**config.mk**
```make
export PLATFORM = sky130hd
export DESIGN_NAME = turn_lever_conditioner
export DESIGN_NICKNAME = d
export VERILOG_FILES = /design/src/rtl/turn_lever_conditioner.sv
export SDC_FILE = /design/constraint.sdc
export NUM_CORES = 1
export LEC_CHECK = 0
export ABC_AREA = 1
export ABC_CLOCK_PERIOD_IN_PS = 1900
export CORE_MARGIN = 8
export CORE_UTILIZATION = 60
export DETAILED_ROUTE_END_ITERATION = 10
export PLACE_DENSITY = 0.78
export SYNTH_ARGS = -nofsm -noshare
export SYNTH_HDL_FRONTEND = slang
export SYNTH_SLANG_ARGS = --single-unit
export TNS_END_PERCENT = 30
```
**constraint.sdc**
```tcl
create_clock -name clk -period 1.9 [get_ports clk]
set_input_delay 0.38 -clock clk [delete_from_list [all_inputs] [get_ports clk]]
set_output_delay 0.38 -clock clk [all_outputs]
set_load 0.02 [all_outputs]
```
**src/rtl/turn_lever_conditioner.sv**
```systemverilog
// turn_lever_conditioner
// Front end for the tail-light sequencer. It conditions the raw turn-lever
// contacts into clean left and right requests that never overlap.
// The path is a 2-flop synchronizer, then a per-channel debounce, then a
// request FSM. The FSM adds a "comfort blink": a short tap keeps the request
// asserted for a fixed time after the lever is released.
// Optional feature: define HAZARD_SWITCH_EN to add the raw_hazard input and
// the HAZARD state, which drives left and right high together.
module turn_lever_conditioner #(
  parameter int DEBOUNCE_CYCLES = 4,
  parameter int TAP_MAX_CYCLES  = 16,
  parameter int COMFORT_CYCLES  = 12,
  parameter int CNT_W           = 8
) (
  input  logic clk,
  input  logic reset,
  input  logic raw_left,
  input  logic raw_right,
`ifdef HAZARD_SWITCH_EN
  input  logic raw_hazard,
`endif
  output logic left,
  output logic right,
  output logic comfort
);

  // Channel index map. The hazard channel exists only when the feature is built in.
  localparam int CH_L = 0;
  localparam int CH_R = 1;
`ifdef HAZARD_SWITCH_EN
  localparam int CH_H = 2;
  localparam int NCH  = 3;
`else
  localparam int NCH  = 2;
`endif

  localparam logic [CNT_W-1:0] DEB_LAST = CNT_W'(DEBOUNCE_CYCLES - 1);
  localparam logic [CNT_W-1:0] TAP_MAX  = CNT_W'(TAP_MAX_CYCLES);
  localparam logic [CNT_W-1:0] CMF_INIT = CNT_W'(COMFORT_CYCLES);
  localparam logic [CNT_W-1:0] CNT_ONE  = CNT_W'(1);

  typedef enum logic [2:0] {
    ST_IDLE      = 3'd0,
    ST_HOLD_L    = 3'd1,
    ST_HOLD_R    = 3'd2,
    ST_COMFORT_L = 3'd3,
    ST_COMFORT_R = 3'd4,
    ST_CONFLICT  = 3'd5
`ifdef HAZARD_SWITCH_EN
    , ST_HAZARD  = 3'd6
`endif
  } state_t;

  logic [NCH-1:0]            w_raw;
  logic [NCH-1:0]            r_s1;
  logic [NCH-1:0]            r_s2;
  logic [NCH-1:0]            r_deb;
  logic [NCH-1:0][CNT_W-1:0] r_dcnt;

  state_t                    r_state;
  state_t                    w_nxt;
  logic [CNT_W-1:0]          r_hold_cnt;
  logic [CNT_W-1:0]          r_cmf_cnt;

  logic                      w_deb_l;
  logic                      w_deb_r;
  logic                      w_clr;
  logic                      w_hold_entry;
  logic                      w_cmf_entry;
  logic                      w_left_nxt;
  logic                      w_right_nxt;
  logic                      w_comfort_nxt;
  logic                      r_left;
  logic                      r_right;
  logic                      r_comfort;

  assign w_raw[CH_L] = raw_left;
  assign w_raw[CH_R] = raw_right;
`ifdef HAZARD_SWITCH_EN
  assign w_raw[CH_H] = raw_hazard;
`endif

  assign w_deb_l = r_deb[CH_L];
  assign w_deb_r = r_deb[CH_R];

  // Two-flop synchronizer for every asynchronous contact.
  always_ff @(posedge clk) begin
    if (!reset) begin
      r_s1 <= '0;
      r_s2 <= '0;
    end else begin
      r_s1 <= w_raw;
      r_s2 <= r_s1;
    end
  end

  // Per-channel debounce. A new level is accepted only after DEBOUNCE_CYCLES
  // consecutive samples that differ from the current level.
  always_ff @(posedge clk) begin
    if (!reset) begin
      r_deb  <= '0;
      r_dcnt <= '0;
    end else begin
      for (int c = 0; c < NCH; c++) begin
        if (r_s2[c] == r_deb[c]) begin
          r_dcnt[c] <= '0;
        end else if (r_dcnt[c] == DEB_LAST) begin
          r_deb[c]  <= r_s2[c];
          r_dcnt[c] <= '0;
        end else begin
          r_dcnt[c] <= r_dcnt[c] + CNT_ONE;
        end
      end
    end
  end

  // FSM state register.
  always_ff @(posedge clk) begin
    if (!reset) r_state <= ST_IDLE;
    else        r_state <= w_nxt;
  end

  // Next-state logic. Priority order: hazard, then conflict, then opposite
  // lever, then same lever, then timeout.
  always_comb begin
    w_nxt = r_state;
    case (r_state)
      ST_IDLE: begin
        if (w_deb_l && w_deb_r) w_nxt = ST_CONFLICT;
        else if (w_deb_l)       w_nxt = ST_HOLD_L;
        else if (w_deb_r)       w_nxt = ST_HOLD_R;
      end
      ST_HOLD_L: begin
        if (w_deb_r)                     w_nxt = ST_CONFLICT;
        else if (!w_deb_l)               w_nxt = (r_hold_cnt < TAP_MAX) ? ST_COMFORT_L : ST_IDLE;
      end
      ST_HOLD_R: begin
        if (w_deb_l)                     w_nxt = ST_CONFLICT;
        else if (!w_deb_r)               w_nxt = (r_hold_cnt < TAP_MAX) ? ST_COMFORT_R : ST_IDLE;
      end
      ST_COMFORT_L: begin
        if (w_deb_l && w_deb_r)          w_nxt = ST_CONFLICT;
        else if (w_deb_r)                w_nxt = ST_HOLD_R;
        else if (w_deb_l)                w_nxt = ST_HOLD_L;
        else if (r_cmf_cnt == CNT_ONE)   w_nxt = ST_IDLE;
      end
      ST_COMFORT_R: begin
        if (w_deb_l && w_deb_r)          w_nxt = ST_CONFLICT;
        else if (w_deb_l)                w_nxt = ST_HOLD_L;
        else if (w_deb_r)                w_nxt = ST_HOLD_R;
        else if (r_cmf_cnt == CNT_ONE)   w_nxt = ST_IDLE;
      end
      ST_CONFLICT: begin
        if (!w_deb_l && !w_deb_r)        w_nxt = ST_IDLE;
      end
`ifdef HAZARD_SWITCH_EN
      ST_HAZARD: begin
        if (!r_deb[CH_H])                w_nxt = ST_IDLE;
      end
`endif
      default:                           w_nxt = ST_IDLE;
    endcase
`ifdef HAZARD_SWITCH_EN
    if (r_deb[CH_H]) w_nxt = ST_HAZARD;
`endif
  end

  // Decode the counter control events from the current/next state pair.
  always_comb begin
    w_clr = (r_state == ST_IDLE);
`ifdef HAZARD_SWITCH_EN
    w_clr = w_clr || (r_state == ST_HAZARD) || (w_nxt == ST_HAZARD);
`endif
    w_hold_entry = ((w_nxt == ST_HOLD_L) || (w_nxt == ST_HOLD_R)) && (w_nxt != r_state);
    w_cmf_entry  = ((r_state == ST_HOLD_L) && (w_nxt == ST_COMFORT_L)) ||
                   ((r_state == ST_HOLD_R) && (w_nxt == ST_COMFORT_R));
  end

  // Hold-time counter, which decides tap vs. hold, and the comfort countdown.
  always_ff @(posedge clk) begin
    if (!reset) begin
      r_hold_cnt <= '0;
      r_cmf_cnt  <= '0;
    end else begin
      if (w_clr || w_hold_entry) begin
        r_hold_cnt <= '0;
      end else if (((r_state == ST_HOLD_L) || (r_state == ST_HOLD_R)) && (r_hold_cnt != TAP_MAX)) begin
        r_hold_cnt <= r_hold_cnt + CNT_ONE;
      end

      if (w_clr) begin
        r_cmf_cnt <= '0;
      end else if (w_cmf_entry) begin
        r_cmf_cnt <= CMF_INIT;
      end else if (((r_state == ST_COMFORT_L) || (r_state == ST_COMFORT_R)) && (r_cmf_cnt != '0)) begin
        r_cmf_cnt <= r_cmf_cnt - CNT_ONE;
      end
    end
  end

  // Output decode from the next state, so the registered outputs track the state register.
  always_comb begin
    w_left_nxt    = (w_nxt == ST_HOLD_L) || (w_nxt == ST_COMFORT_L);
    w_right_nxt   = (w_nxt == ST_HOLD_R) || (w_nxt == ST_COMFORT_R);
    w_comfort_nxt = (w_nxt == ST_COMFORT_L) || (w_nxt == ST_COMFORT_R);
`ifdef HAZARD_SWITCH_EN
    if (w_nxt == ST_HAZARD) begin
      w_left_nxt  = 1'b1;
      w_right_nxt = 1'b1;
    end
`endif
  end

  // Registered outputs.
  always_ff @(posedge clk) begin
    if (!reset) begin
      r_left    <= 1'b0;
      r_right   <= 1'b0;
      r_comfort <= 1'b0;
    end else begin
      r_left    <= w_left_nxt;
      r_right   <= w_right_nxt;
      r_comfort <= w_comfort_nxt;
    end
  end

  assign left    = r_left;
  assign right   = r_right;
  assign comfort = r_comfort;

endmodule
```
# Yosys cells after proc, flatten, opt, wreduce, memory -nomap -nowiden
# Index checks and enable logic that the tools add are counted.
# op_classes
n_addsub	4
n_lt_le_gt_ge	1
eq_ne	16
mux	20
n_bitwise	3
n_reduce_logical	27
# ops
operator	count
3-bit 2-to-1 mux	16
8-bit by 1-bit adder with 8-bit output (second input constant)	3
3-bit case mux with 6 select lines	1
8-bit by 2-bit == test with 1-bit output (second input constant)	2
3-bit by 2-bit == test with 1-bit output (second input constant)	4
3-bit == test (second input constant)	3
3-bit OR reduction	3
8-bit by 1-bit == test with 1-bit output (second input constant)	1
1-bit logical OR	8
8-bit by 5-bit < comparator with 1-bit output (second input constant)	1
4-bit 2-to-1 mux	2
8-bit by 5-bit != test with 1-bit output (second input constant)	1
8-bit nonzero test	1
8-bit by 1-bit subtractor with 8-bit output (second input constant)	1
1-bit logical AND	7
3-bit by 1-bit == test with 1-bit output (second input constant)	2
2-bit AND reduction	2
2-bit OR reduction	2
3-bit zero test	1
3-bit != test	1
1-bit NOT	3
1-bit == test	2
1-bit zero test	2
2-bit 2-to-1 mux	1
2-bit nonzero test	1
# word_totals
ff_bits	44
inputBits	4
wordCells	84

# Longest topological paths before layout
# depth
ltp_word	11
mapped_depth	14
ltp_nobuf	14

# Worst setup path after synthesis
# Ideal clock, no wire load.
# synth_timing
path_type	register -> register
from	register r_deb[0]
to	register r_hold_cnt[0]
setup_time_ns	0.114
arrival_ns	1.400
required_ns	1.786
path_slack_ns	0.387
path_stages_with_launch	12
n_path_buf	1
cell_sequence	dfxtp_1 buf_2 nor2_1 nand2_1 a21oi_1 nand3b_2 inv_1 nand3_1 nand2_1 nand2_2 nand2_4 nor2_2
# synth_between
elab_chain_len	9
elab_cells_between_ends	22
# synth_lines
element	line	source
start, declared	57	logic [NCH-1:0] r_deb;
start signal, assigned by index	108	r_deb[c] <= r_s2[c];
3-bit 2-to-1 mux or 1-bit zero test (tied branches)	144, 154	
3-bit 2-to-1 mux or 1-bit logical AND (tied branches)	143, 154	
3-bit 2-to-1 mux (on tied branches)	142, 154	
3-bit case mux with 6 select lines *	127	case (r_state)
3-bit by 1-bit == test with 1-bit output or 3-bit by 2-bit == test with 1-bit output (tied branches)	174	w_hold_entry = ((w_nxt == ST_HOLD_L) || (w_nxt == ST_HOLD_R)) && (w_nxt != r_state);
1-bit logical OR	174	
1-bit logical AND *	174	
1-bit logical OR *	185	if (w_clr || w_hold_entry) begin
2-bit OR reduction (no source line) *	n/a	
end signal, assigned	188	r_hold_cnt <= r_hold_cnt + CNT_ONE;
end, declared	62	logic [CNT_W-1:0] r_hold_cnt;
# Mark *: on every way between the ends. The rest lies on a longest branch, timed or not.
# A chain may end at the register's enable or synchronous reset.

# Final worst setup path
# layout_timing
from	register r_deb[0]
to	register r_hold_cnt[4]
# Same word-level chain as after synthesis.

==> impl_metrics.xml <==
<?xml version="1.0" encoding="UTF-8"?>
<metrics>
  <group name="sta">
    <metric name="hold_viol_final" unit="">0</metric>
    <metric name="worst_hold_slack" unit="ns">0.415</metric>
    <metric name="finalCritPeriodShare" unit="">0.925</metric>
    <metric name="finalCriticalPeriod" unit="ns">1.76</metric>
    <metric name="slew_viol_final" unit="">0</metric>
    <metric name="maxSlewHeadroom" unit="">0.776</metric>
    <metric name="worstMarginPinSlew" unit="ns">0.335</metric>
    <metric name="worst_slack" unit="ns">0.142</metric>
    <metric name="report.final.setup_viol" unit="">0</metric>
    <metric name="maxClockFrequency" unit="GHz">0.569</metric>
    <metric name="skew" unit="ns">0.0133</metric>
  </group>
  <group name="cts">
    <metric name="tritoncts.num_buffers" unit="">5</metric>
    <metric name="clk_path_buf_depth" unit="">2</metric>
    <metric name="clock_transition_at_path_regs" unit="ns">0.09</metric>
    <metric name="post_cts_buffers" unit="">0</metric>
    <metric name="cts_resized" unit="">0</metric>
    <metric name="clk-insertion-delay-late" unit="ns">0.31</metric>
    <metric name="cts.hold.buffers_added" unit="">0</metric>
    <metric name="tritoncts" unit="">built</metric>
    <metric name="root_buffer" unit="">sky130_fd_sc_hd__clkbuf_8</metric>
    <metric name="cts.sink_count" unit="">44</metric>
    <metric name="maximum_level_of_the_cts_h_tree" unit="">2</metric>
  </group>
  <group name="floorplanning">
    <metric name="area_inside_the_core_boundary" unit="um2">3630</metric>
    <metric name="die_height" unit="um">77.4</metric>
    <metric name="num_rows" unit="">22</metric>
    <metric name="initial_utilization" unit="">0.623</metric>
    <metric name="fp.dieArea" unit="um2">6000</metric>
    <metric name="fp.dieW" unit="um">77.4</metric>
    <metric name="top_level_ports" unit="">7</metric>
  </group>
  <group name="placed_design">
    <metric name="place_worst_setup_slack" unit="ns">0.178</metric>
    <metric name="gp_congestion" unit="">0.988</metric>
    <metric name="placed_cells" unit="">370</metric>
    <metric name="dp.final_hpwl" unit="mm">3.01</metric>
    <metric name="place_area" unit="um2">2390</metric>
    <metric name="port_buffers" unit="">6</metric>
  </group>
  <group name="layout">
    <metric name="layout-drive-gt1-share" unit="">0.158</metric>
    <metric name="n_diodes" unit="">0</metric>
    <metric name="layout.cells.most_common" unit="">sky130_fd_sc_hd__inv_1</metric>
    <metric name="final_area" unit="um2">2520</metric>
    <metric name="final_cell_mix" unit="">54 x sky130_fd_sc_hd__inv_1, 52 x sky130_fd_sc_hd__nand2_1, 42 x sky130_fd_sc_hd__dfxtp_1, 35 x sky130_fd_sc_hd__nor2_1, 22 x sky130_fd_sc_hd__nand3_1</metric>
    <metric name="post_layout_nonfiller_instances" unit="">378</metric>
    <metric name="fin_nets" unit="">340</metric>
    <metric name="area_growth_syn_to_layout" unit="%">11.2</metric>
  </group>
  <group name="worst_setup_path">
    <metric name="critical_path_class" unit="">flip-flop to flip-flop</metric>
    <metric name="critical_path.max_fanout" unit="">8</metric>
    <metric name="worstSetupStartpointType" unit="">flip-flop</metric>
    <metric name="timing.critical_path.arrival" unit="ns">1.95</metric>
    <metric name="worstPathRequired" unit="ns">2.10</metric>
    <metric name="worst_setup_path_end_kind" unit="">flip-flop</metric>
  </group>
  <group name="power_and_ir_drop">
    <metric name="post-layout-total-power" unit="mW">1.71</metric>
    <metric name="power.leakage" unit="nW">1.05</metric>
    <metric name="vdd_drop_max" unit="mV">0.506</metric>
    <metric name="power_density" unit="nW/um2">678</metric>
  </group>
  <group name="synthesis">
    <metric name="syn_nets" unit="">327</metric>
    <metric name="synth_sequential_area_ratio" unit="">0.389</metric>
    <metric name="synth-warning-count" unit="">0</metric>
    <metric name="synth_area" unit="um2">2260</metric>
    <metric name="synth.avg_cell_area" unit="um2">7.17</metric>
    <metric name="ys_seq_elements" unit="">44</metric>
    <metric name="post_synth_inst_count" unit="">316</metric>
    <metric name="yosysUniqueCellTypes" unit="">30</metric>
  </group>
  <group name="detailed_routing">
    <metric name="dr_wl_met3" unit="um">125</metric>
    <metric name="vias" unit="">1892</metric>
    <metric name="m1WireLength" unit="mm">2.01</metric>
    <metric name="maxUsedRoutingLayer" unit="">met4</metric>
    <metric name="routed_wl" unit="mm">4.11</metric>
    <metric name="drt_drc_violations_left" unit="">0</metric>
    <metric name="wl_per_cell" unit="um">10.9</metric>
    <metric name="dr_wl_met2" unit="mm">1.90</metric>
    <metric name="route.detailed.vias_per_inst" unit="">5.01</metric>
    <metric name="drtIter0Drc" unit="">82</metric>
    <metric name="drtPass1Iterations" unit="">4</metric>
    <metric name="antenna_violating_nets_post_route" unit="">0</metric>
  </group>
  <group name="global_routing">
    <metric name="antenna_found_initial" unit="">0</metric>
    <metric name="grt_usage" unit="">0.141</metric>
    <metric name="grt_pass1_wl" unit="mm">7.07</metric>
    <metric name="via_count_of_the_first_global_routing_pass" unit="">1678</metric>
    <metric name="largest_net_degree_at_the_start_of_global_routing" unit="">16</metric>
    <metric name="grt_remaining_overflow" unit="">0</metric>
  </group>
  <group name="outcome">
    <metric name="run_status" unit="">complete, no violations</metric>
  </group>
  <group name="flow_run">
    <metric name="maximum_capacitance_violations" unit="">0</metric>
  </group>
  <group name="worst_hold_path">
    <metric name="worst_hold_path_type" unit="">flip-flop to flip-flop</metric>
  </group>
</metrics>
## power by group
group	leakage [nW]	switching [mW]	internal, mW	total (mW)
clock	0.0404	0.334	0.260	0.594
sequential	0.357	0.0126	0.936	0.949
combinational	0.657	0.103	0.0610	0.164
## through the flow
step	setup TNS, ns	utilization
after floorplan	0	-
after global placement	0	0.658
after detailed placement	0	0.658
after CTS	0	0.683
after global routing	-0.0342	0.693
final	0	0.693
## final cells by class
| type | instances | area (um2) |
|---|---|---|
| clock buffer | 5 | 68.8 |
| clock inverter | 3 | 23.8 |
| fill | 315 | 1120 |
| inverter | 59 | 221 |
| multi-input combinational | 211 | 1180 |
| sequential | 44 | 883 |
| tap | 48 | 60.1 |
| timing repair buffer | 8 | 75.1 |
## worst max-delay path, cell delays in order (launching register included)
cell                       delay (ns)
sky130_fd_sc_hd__dfxtp_1         0.41
sky130_fd_sc_hd__nor2_1          0.22
sky130_fd_sc_hd__nand2_1         0.09
sky130_fd_sc_hd__a21oi_1         0.28
sky130_fd_sc_hd__nand3b_4        0.14
sky130_fd_sc_hd__inv_1           0.10
sky130_fd_sc_hd__nand3_1         0.08
sky130_fd_sc_hd__nand2_1         0.07
sky130_fd_sc_hd__nand2_2         0.07
sky130_fd_sc_hd__nand2_4         0.15
sky130_fd_sc_hd__nor2_2          0.04
## synthesized netlist by cell type
library cell / instances / share of area
sky130_fd_sc_hd__nand3b_2: 1 / 0.0050
sky130_fd_sc_hd__a21oi_1: 20 / 0.044
sky130_fd_sc_hd__ha_1: 7 / 0.039
sky130_fd_sc_hd__inv_1: 54 / 0.090
sky130_fd_sc_hd__nand2_4: 1 / 0.0050
sky130_fd_sc_hd__nand3_1: 22 / 0.049
sky130_fd_sc_hd__clkinv_1: 1 / 0.0017
sky130_fd_sc_hd__nor2_1: 37 / 0.061
sky130_fd_sc_hd__nand2_1: 53 / 0.088
sky130_fd_sc_hd__nand2_2: 4 / 0.011
sky130_fd_sc_hd__nor3_2: 2 / 0.0088
sky130_fd_sc_hd__or2_1: 1 / 0.0028
sky130_fd_sc_hd__inv_2: 4 / 0.0066
sky130_fd_sc_hd__nor2_2: 12 / 0.033
sky130_fd_sc_hd__o21a_4: 1 / 0.0066
sky130_fd_sc_hd__o21ai_2: 2 / 0.0077
sky130_fd_sc_hd__a31oi_1: 1 / 0.0028
sky130_fd_sc_hd__nand3b_1: 2 / 0.0066
sky130_fd_sc_hd__xor2_1: 12 / 0.046
sky130_fd_sc_hd__nor4_1: 4 / 0.011
sky130_fd_sc_hd__o21ai_0: 7 / 0.015
sky130_fd_sc_hd__buf_2: 2 / 0.0044
sky130_fd_sc_hd__mux2_2: 1 / 0.0050
sky130_fd_sc_hd__nand3_2: 3 / 0.013
sky130_fd_sc_hd__nor3_1: 4 / 0.0088
sky130_fd_sc_hd__nor3b_1: 2 / 0.0066
sky130_fd_sc_hd__o21ai_1: 2 / 0.0044
sky130_fd_sc_hd__or2_2: 5 / 0.014
sky130_fd_sc_hd__dfxtp_1: 44 / 0.39
sky130_fd_sc_hd__nand4_1: 5 / 0.014
## state kept, by name, indices dropped and copies added (netlist names)
| register | flops |
|---|---|
| r_dcnt | 16 |
| r_cmf_cnt | 8 |
| r_hold_cnt | 8 |
| r_state | 3 |
| r_deb | 2 |
| r_s1 | 2 |
| r_s2 | 2 |
| comfort | 1 |
| left | 1 |
| right | 1 |
## layer usage
layer / global-route usage / vias to the layer above
li1: - / 1013
met1: 0.172 / 846
met2: 0.231 / 26
met3: 0.0392 / 7
met4: 0.0547 / 0
met5: 0 / -
## cells by family after synthesis
| logic type | count (synthesis) | synth area share |
|---|---|---|
| simple gates | 158 | 0.338 |
| buf+inv | 61 | 0.102 |
| flops | 44 | 0.389 |
| compound gates | 33 | 0.0812 |
| xor+xnor | 12 | 0.0464 |
| fa+ha+maj | 7 | 0.0387 |
| mux | 1 | 0.00497 |
## worst paths after layout
kind	depth (start not counted)	to	startpoint	slack, ns
worst min-delay path	2	r_s2[0]	r_s1[0]	0.42
worst max register to register	10	r_hold_cnt[4]	r_deb[0]	0.14
worst min register to register	2	r_s2[0]	r_s1[0]	0.42
worst max-delay path	10	r_hold_cnt[4]	r_deb[0]	0.14
Power figures use the tool's default switching activity.
==> patch, RTL diff (config.mk and constraints unchanged) <==
Encoding of `state_t`: now one-hot (6 bits for 6 states).
--- a/src/rtl/turn_lever_conditioner.sv
+++ b/src/rtl/turn_lever_conditioner.sv
@@ -39,13 +39,13 @@
   localparam logic [CNT_W-1:0] CMF_INIT = CNT_W'(COMFORT_CYCLES);
   localparam logic [CNT_W-1:0] CNT_ONE  = CNT_W'(1);
 
-  typedef enum logic [2:0] {
-    ST_IDLE      = 3'd0,
-    ST_HOLD_L    = 3'd1,
-    ST_HOLD_R    = 3'd2,
-    ST_COMFORT_L = 3'd3,
-    ST_COMFORT_R = 3'd4,
-    ST_CONFLICT  = 3'd5
+  typedef enum logic [5:0] {
+    ST_IDLE      = 6'b000001,
+    ST_HOLD_L    = 6'b000010,
+    ST_HOLD_R    = 6'b000100,
+    ST_COMFORT_L = 6'b001000,
+    ST_COMFORT_R = 6'b010000,
+    ST_CONFLICT  = 6'b100000
 `ifdef HAZARD_SWITCH_EN
     , ST_HAZARD  = 3'd6
 `endif
Function: no difference found for any inputs over 10 cycles, from zero or initial values and one cycle with reset low; not proved beyond that.
==> patch against the unedited design <==
  * Final area increased by 10%
  * Global-route usage increased by 1.7 points
  * Setup slack got worse by 0.062 ns
  * Sequential cell count increased by 3
  * Synthesized area increased by 8.1%
  * Non-clock buffer count increased by 6
  * Routed wire length increased by 18%
  * Critical endpoint unchanged
Power is not compared: it rests on default switching activity, and its combinational part moved more than twofold at a synthesized area within 25%.
==> patch: results (changes against the unedited design) <==
[yosys]
synth_xor_area_frac = 0.0501  ; was 0.0464
ys_seq_area_frac = 0.384  ; was 0.389
syn-num-nets = 347  ; was 327
synth_compound_area_frac = 0.105  ; was 0.0812
synth_fa_ha_area_frac = 0.0358  ; was 0.0387
muxShareOfSynthArea = 0  ; was 0.00497
synth_area_leaders = dfxtp_1, inv_1, nand2_1, nor2_1, xor2_1  ; was dfxtp_1, inv_1, nand2_1, nor2_1, nand3_1
synth_common_cells = inv_1, nand2_1, dfxtp_1, nor2_1  ; was inv_1, nand2_1, dfxtp_1, nor2_1, nand3_1

[clock_tree]
root_buffer = clkbuf_8  ; unchanged
clk_pin_slew_ns = 0.09  ; about the same

[cells_and_area]
num-multi-input-gates = 227  ; was 211
nonClkBufAreaFrac = 0.0433  ; was 0.0298
drive_gt1_frac = 0.191  ; was 0.158
clk_share = 0.0324  ; was 0.0368
seqCellArea_um2 = 955  ; was 883 um^2
n_all_inverters = 60  ; was 59
fin_util = 0.699  ; was 0.693
fin_area_mm2 = 0.00278  ; was 0.00252 mm^2
multi_input_area_share = 0.475  ; was 0.471
signal_buffers = 14  ; was 8
n_sequential_cell = 47  ; was 44
fillers = 338  ; was 315
nNetsFinal = 366  ; was 340

[grt]
gr-usage-met2 = 0.275  ; was 0.231
grt_util_met1 = 0.181  ; was 0.172
first_global_vias = 2007  ; was 1678
met3_usage = 0.0349  ; was 0.0392

[sta]
finClkSkew_ns = 0.0125  ; was 0.0133 ns
slew_headroom = 0.677  ; was 0.776

[worst_setup_path]
cp_slowest_cell = dfxtp_4  ; was dfxtp_1
cp_data_arrival_time_ns = 2.06  ; was 1.95 ns
slowest_delay_ns = 0.37  ; was 0.41 ns

[placed_design]
gp_congestion = 1.02  ; was 0.988
dpl.hpwl_um = 3640  ; was 3010 um
dp_slack_ns = 0.0336  ; was 0.178 ns
place_area_mm2 = 0.00261  ; was 0.00239 mm^2

[status]
outcome = complete, no violations  ; unchanged

[detailed_routing]
wl_met2_um = 2300  ; was 1900 um
drtIter0Drc = 188  ; was 82
routedWlPerCell_um = 11.9  ; was 10.9 um
routedLengthMet1_um = 2230  ; was 2010 um

-- patch: cell count changes after synthesis, moves of 3 or more --
cell      change
or2_2         -3
o21bai_1      +3
dfxtp_1       +3
nor2_2        +4
o21ai_0       +7
nand4_1       +5
-- patch: logic make-up after synthesis --
kind of cell / after synthesis
adder cells (fa/ha/maj): 7
AO/OA/AOI/OAI: 46
flip-flops: 47
buffers and inverters: 62
XOR/XNOR: 14
AND/OR/NAND/NOR: 160
-- patch: what timing repair did --
item	in CTS	in global routing
buffers inserted	0	2
endpoints found under the setup margin	0	12
resized for setup	0	24
hold buffers	0	0
-- patch: through the flow --
stage	total power [W]	cells
floorplan	0.00103	336
global placement	0.00104	396
detailed placement	0.00104	396
CTS	0.00164	404
global route	0.00169	406
finish	0.00163	406
-- patch: final timing paths --
| check | slack, ns | startpoint | to | cells after the start |
|---|---|---|---|---|
| setup reg to reg | 0.08 | r_state[4] | r_hold_cnt[4] | 11 |
| hold / removal | 0.42 | r_s1[1] | r_s2[1] | 2 |
| hold reg to reg | 0.42 | r_s1[1] | r_s2[1] | 2 |
| setup / recovery | 0.08 | r_state[4] | r_hold_cnt[4] | 11 |
-- patch: power groups by stage --
stage                     logic (W)  clock network [W]  registers [W]
after global routing      0.0000322           0.000665       0.000990
after global placement    0.0000277                  0        0.00102
after floorplan           0.0000136                  0        0.00101
after detailed placement  0.0000283                  0        0.00102
final                     0.0000281           0.000609       0.000989
after CTS                 0.0000284           0.000622       0.000992
-- patch: worst min-delay path: stages (launching register included) --
cell and delay [ns]:
dfxtp_1 0.31, nand2_1 0.05, inv_1 0.03
